<file path="src/rtl/wb_pkg.sv">
// Shared widths, load encodings and the holding-slot record for the writeback unit.
package wb_pkg;
    localparam int XLEN       = 32;
    localparam int REG_ADDR_W = 5;

    typedef enum logic [2:0] {
        LB  = 3'b000,
        LH  = 3'b001,
        LW  = 3'b010,
        LBU = 3'b100,
        LHU = 3'b101
    } load_funct3_e;

    typedef struct packed {
        logic [REG_ADDR_W-1:0] rd;
        logic [XLEN-1:0]       data;
        logic [2:0]            funct3;
        logic [1:0]            addr_lo;
        logic                  is_load;
    } wb_entry_t;

    // Round-robin pointer values: which source wins the next contested grant.
    localparam logic RR_ALU = 1'b0;
    localparam logic RR_MEM = 1'b1;
endpackage

</file>
<file path="src/rtl/load_extender.sv">
// Picks the addressed byte/halfword out of an aligned memory word and sign/zero-extends it.
module load_extender
    import wb_pkg::*;
(
    input  logic [XLEN-1:0] data,
    input  logic [2:0]      funct3,
    input  logic [1:0]      addr_lo,
    output logic [XLEN-1:0] value,
    output logic            illegal
);
    logic [7:0]  byte_sel;
    logic [15:0] half_sel;

    // Halfwords only look at addr_lo[1]; misaligned low bit is ignored.
    assign byte_sel = 8'(data >> {addr_lo, 3'b000});
    assign half_sel = addr_lo[1] ? data[31:16] : data[15:0];

    always_comb begin
        value   = '0;
        illegal = 1'b0;
        case (funct3)
            LB:      value = {{(XLEN-8){byte_sel[7]}}, byte_sel};
            LH:      value = {{(XLEN-16){half_sel[15]}}, half_sel};
            LW:      value = data;
            LBU:     value = {{(XLEN-8){1'b0}}, byte_sel};
            LHU:     value = {{(XLEN-16){1'b0}}, half_sel};
            default: illegal = 1'b1;
        endcase
    end
endmodule

</file>
<file path="src/rtl/writeback_unit.sv">
// Buffers ALU and load results in one slot each, arbitrates them round-robin and drives
// the register-file write port, counting every drained result in instret.
module writeback_unit
    import wb_pkg::*;
(
    input  logic                  clk,
    input  logic                  rst,
    input  logic                  flush,
    input  logic                  alu_valid,
    output logic                  alu_ready,
    input  logic [REG_ADDR_W-1:0] alu_rd,
    input  logic [XLEN-1:0]       alu_data,
    input  logic                  mem_valid,
    output logic                  mem_ready,
    input  logic [REG_ADDR_W-1:0] mem_rd,
    input  logic [XLEN-1:0]       mem_data,
    input  logic [2:0]            mem_funct3,
    input  logic [1:0]            mem_addr_lo,
    output logic [REG_ADDR_W-1:0] write_address,
    output logic [XLEN-1:0]       write_data,
    output logic                  write_enable,
    output logic                  illegal_load,
    output logic [63:0]           instret
);
    wb_entry_t             alu_slot_q, alu_slot_d, mem_slot_q, mem_slot_d, sel_entry;
    logic                  alu_full_q, alu_full_d, mem_full_q, mem_full_d;
    logic                  rr_ptr_q, rr_ptr_d;
    logic [REG_ADDR_W-1:0] write_address_q, write_address_d;
    logic [XLEN-1:0]       write_data_q, write_data_d;
    logic                  write_enable_q, write_enable_d;
    logic                  illegal_load_q, illegal_load_d;
    logic [63:0]           instret_q, instret_d;
    logic                  sel_alu, sel_mem, drain, contested;
    logic [XLEN-1:0]       ext_value, result;
    logic                  ext_illegal, bad_load;

    load_extender u_load_extender (
        .data    (sel_entry.data),
        .funct3  (sel_entry.funct3),
        .addr_lo (sel_entry.addr_lo),
        .value   (ext_value),
        .illegal (ext_illegal)
    );

    always_comb begin
        contested = alu_full_q && mem_full_q;
        sel_alu   = alu_full_q && (!mem_full_q || rr_ptr_q == RR_ALU);
        sel_mem   = mem_full_q && (!alu_full_q || rr_ptr_q == RR_MEM);
        sel_entry = sel_alu ? alu_slot_q : mem_slot_q;
        // A result selected during a flush is dropped, not retired.
        drain     = (sel_alu || sel_mem) && !flush;
        bad_load  = sel_entry.is_load && ext_illegal;
        result    = sel_entry.is_load ? ext_value : sel_entry.data;
        alu_ready = !flush && (!alu_full_q || sel_alu);
        mem_ready = !flush && (!mem_full_q || sel_mem);
    end

    always_comb begin
        alu_slot_d = alu_slot_q;
        alu_full_d = alu_full_q;
        mem_slot_d = mem_slot_q;
        mem_full_d = mem_full_q;
        if (flush) begin
            alu_full_d = 1'b0;
            mem_full_d = 1'b0;
        end else begin
            if (alu_valid && alu_ready) begin
                alu_full_d = 1'b1;
                alu_slot_d = '{rd: alu_rd, data: alu_data, funct3: 3'b000,
                               addr_lo: 2'b00, is_load: 1'b0};
            end else if (sel_alu) begin
                alu_full_d = 1'b0;
            end
            if (mem_valid && mem_ready) begin
                mem_full_d = 1'b1;
                mem_slot_d = '{rd: mem_rd, data: mem_data, funct3: mem_funct3,
                               addr_lo: mem_addr_lo, is_load: 1'b1};
            end else if (sel_mem) begin
                mem_full_d = 1'b0;
            end
        end
    end

    always_comb begin
        write_enable_d  = drain && !bad_load && (sel_entry.rd != '0);
        illegal_load_d  = drain && bad_load;
        write_address_d = write_enable_d ? sel_entry.rd : write_address_q;
        write_data_d    = write_enable_d ? result : write_data_q;
        instret_d       = drain ? instret_q + 64'd1 : instret_q;
        rr_ptr_d        = (drain && contested) ? ~rr_ptr_q : rr_ptr_q;
    end

    always_ff @(posedge clk or negedge rst) begin
        if (!rst) begin
            alu_slot_q      <= '0;
            alu_full_q      <= 1'b0;
            mem_slot_q      <= '0;
            mem_full_q      <= 1'b0;
            rr_ptr_q        <= RR_ALU;
            write_address_q <= '0;
            write_data_q    <= '0;
            write_enable_q  <= 1'b0;
            illegal_load_q  <= 1'b0;
            instret_q       <= '0;
        end else begin
            alu_slot_q      <= alu_slot_d;
            alu_full_q      <= alu_full_d;
            mem_slot_q      <= mem_slot_d;
            mem_full_q      <= mem_full_d;
            rr_ptr_q        <= rr_ptr_d;
            write_address_q <= write_address_d;
            write_data_q    <= write_data_d;
            write_enable_q  <= write_enable_d;
            illegal_load_q  <= illegal_load_d;
            instret_q       <= instret_d;
        end
    end

    assign write_address = write_address_q;
    assign write_data    = write_data_q;
    assign write_enable  = write_enable_q;
    assign illegal_load  = illegal_load_q;
    assign instret       = instret_q;
endmodule

</file>
<file path="config.mk">
export PLATFORM = sky130hd
export DESIGN_NAME = writeback_unit
export DESIGN_NICKNAME = d
export VERILOG_FILES = /design/src/rtl/wb_pkg.sv /design/src/rtl/load_extender.sv /design/src/rtl/writeback_unit.sv
export SDC_FILE = /design/constraint.sdc
export NUM_CORES = 1
export LEC_CHECK = 0
export ABC_AREA = 1
export BUFFER_PORTS_ARGS = -buffer_cell sky130_fd_sc_hd__buf_4
export CAP_MARGIN = 20
export CORE_UTILIZATION = 51
export DETAILED_ROUTE_END_ITERATION = 8
export GPL_ROUTABILITY_DRIVEN = 1
export HOLD_SLACK_MARGIN = 0.06
export PLACE_DENSITY_LB_ADDON = 0.12
export REMOVE_ABC_BUFFERS = 1
export SLEW_MARGIN = 20
export SYNTH_ARGS = -nofsm -noshare
export SYNTH_HDL_FRONTEND = slang
export SYNTH_SLANG_ARGS = --single-unit
</file>
<file path="constraint.sdc">
create_clock -name clk -period 2.07 [get_ports clk]
set_clock_uncertainty 0.1 [all_clocks]
set_input_delay 0.414 -clock clk [delete_from_list [all_inputs] [get_ports clk]]
set_output_delay 0.414 -clock clk [all_outputs]
set_load 0.01 [all_outputs]
</file>
==> impl_metrics.toml <==
[synth]
ys_warn_count = 0
yosysSeqAreaShare = 0.457
async_flop_share = 1.00
syn_area_per_cell_um2 = 7.44
ys_types = 30
synthCells = 1370
synth_edf_count = 0
synth_seq_cells = 186
synth_ff_type = "dfrtp_1"
syn-cell-area_um2 = 10200

[routing]
drc = 0
vias_per_cell = 5.22
wl_per_cell_um = 16.0
wl_um = 30200
first_pass_iters = 7
drtIter0Drc = 644
ant_nets = 0
via_count = 9860

[worst_setup_path]
critPathLaunchType = "register"
crit_type = "reg -> out"
critical_path.cell_chain = "nand2_2, buf_6, o21ai_2, inv_1, buf_4"
slowest_delay_ns = 0.37
cpLargestDelayFamily = "buffers and inverters"
crit_buf_inv = 3
cp_slowest_cell = "dfrtp_1"
reg2reg_setup_slack_ns = 0.12
worstSetupEndpointType = "primary output"
required_ns = 1.56
worst-path-max-fanout = 12
cp.arrival_ns = 1.44

[place]
dp_hpwl_um = 22000
gp_congestion = 0.937
place_area_um2 = 12400
io_buffers = 188

[finish]
layout_common_cells = "nand2_1 (402), buf_4 (249), nor2_1 (229)"
n_fill_cell = 1706
final_area_um2 = 13200
syn_to_final_growth_pct = 29.5
n_antenna_cell = 0
drive_above_1_share = 0.238
nets = 1697
final_common_cell = "nand2_1"

[sta]
slew_headroom = 0.751
tightest_slew_ns = 0.370
final.min_clock_period_ns = 1.95
fin_crit_sh = 0.944
drv_slew = 0
whs_ns = 0.0966
fmax_mhz = 512
setup_violations = 0
rsz0062_at_grt = "true"
hold_viol = 0

[global_routing]
overflow = 0
grt_use_total = 0.299
grt_max_degree = 56
grt_pass1_wl_um = 46700
grt_pass1_vias = 9301
antenna_found_initial = 0

[clocking]
clkTransAtPathRegs_ns = 0.07
clk_latency_ns = 0.44
numCtsBuffers = 17
cts_buffer_depth = 2
htreeDepth = 4
cts.sinks = 186
root_buffer = "clkbuf_16"
cts_tree = "done"

[run]
maxCapViolCount = 0

[power_and_ir_drop]
p_leak_nw = 6.64
seqPwrFrac = 0.417
power.internal_mw = 7.72
total_power_mw = 11.5
switching_share = 0.331
p_per_area_nw_per_um2 = 874
clkPwrFrac = 0.287
p_sw_mw = 3.82
ir_drop_mv = 0.646
combPwrFrac = 0.296

[run_status]
status = "finished clean"

[floorplan]
die_h_um = 143
io_pins = 189
die_x_um = 143
dieArea_um2 = 20600
placementRows = 51
core_area_um2 = 19500
start_util = 0.522

[hold_path]
hold_path.class = "in -> reg"
==> final timing paths <==
check                                   start              to  depth (start not counted)
min in group asynchronous                 rst  alu_slot_q[34]                          2
worst max register to register     alu_full_q  write_data[27]                         10
worst min-delay path                    flush      alu_full_q                          2
worst max-delay path                 rr_ptr_q       alu_ready                          5
worst min register to register  alu_slot_q[9]   alu_slot_q[9]                          1
max in group asynchronous                 rst  mem_slot_q[38]                          3
==> logic make-up (layout without fill, tap and decap cells) <==
kind of cell	after synthesis	count (layout)	share of synthesized area
flip-flops	186	186	0.457
multiplexers	53	53	0.0586
buffers and inverters	187	442	0.0723
AND/OR/NAND/NOR	777	777	0.311
XOR/XNOR	48	48	0.0413
adder cells (fa/ha/maj)	1	1	0.00123
AO/OA/AOI/OAI	118	118	0.0591
==> metal layers <==
metal | track usage | up-vias | wire length [um]
met5 | 0 | - | 0
met4 | 0.120 | 0 | 1030
met3 | 0.0467 | 63 | 1730
met2 | 0.525 | 335 | 15300
met1 | 0.365 | 4663 | 12100
li1 | - | 4799 | -
==> metrics by stage <==
stage / setup WS (ns) / util / std cells / TNS, ns
6_report: 0.116 / 0.676 / 1890 / 0
5_1_grt: -0.0185 / 0.676 / 1890 / -0.0612
4_1_cts: 0.0103 / 0.667 / 1886 / 0
3_5_place_dp: -0.0538 / 0.636 / 1853 / -0.333
3_3_place_gp: 0.0721 / 0.636 / 1853 / 0
2_1_floorplan: -2.24 / - / 1327 / -102.47
==> power by group through the flow <==
stage	sequential (mW)	clock, mW	combinational (mW)
floorplan	4.93	0	1.56
global placement	4.86	0	3.20
detailed placement	4.86	0	3.30
CTS	4.80	3.36	3.32
global route	4.89	3.49	3.78
finish	4.81	3.32	3.41
==> Yosys cell counts (20+ instances only) <==
library cell	number	area [um^2]
nor2_1	239	897
xor2_1	30	263
nand3_1	61	305
nand4_1	26	163
inv_1	136	510
a21oi_1	68	340
dfrtp_1	186	4650
buf_2	22	110
mux2_2	53	597
nor3_1	20	100
o21ai_0	46	230
nand2_1	406	1520
==> flip-flops by register name, indices dropped and copies added, names as in the netlist <==
register       cells
alu_full_q         1
alu_slot_q        37
illegal_load       1
instret           64
mem_full_q         1
mem_slot_q        43
rr_ptr_q           1
write_address      5
write_data        32
write_enable       1
==> layout make-up <==
cell class | instances | area (um^2) | area share
sequential | 186 | 4660 | 0.353
multi-input combinational | 997 | 4900 | 0.372
timing repair buffer | 266 | 2180 | 0.165
clock inverter | 12 | 138 | 0.0104
tap | 265 | 332 | 0.0251
inverter | 144 | 544 | 0.0412
clock buffer | 20 | 447 | 0.0338
==> what timing repair did <==
item,in CTS,in global routing
hold buffers,1,0
buffers inserted,0,2
endpoints found under the hold margin,31,0
endpoints found under the setup margin,29,57
pin swaps,0,3
gates resized for setup,2,41
cloned,0,2
Note: power is estimated with default switching activity, not from simulation.
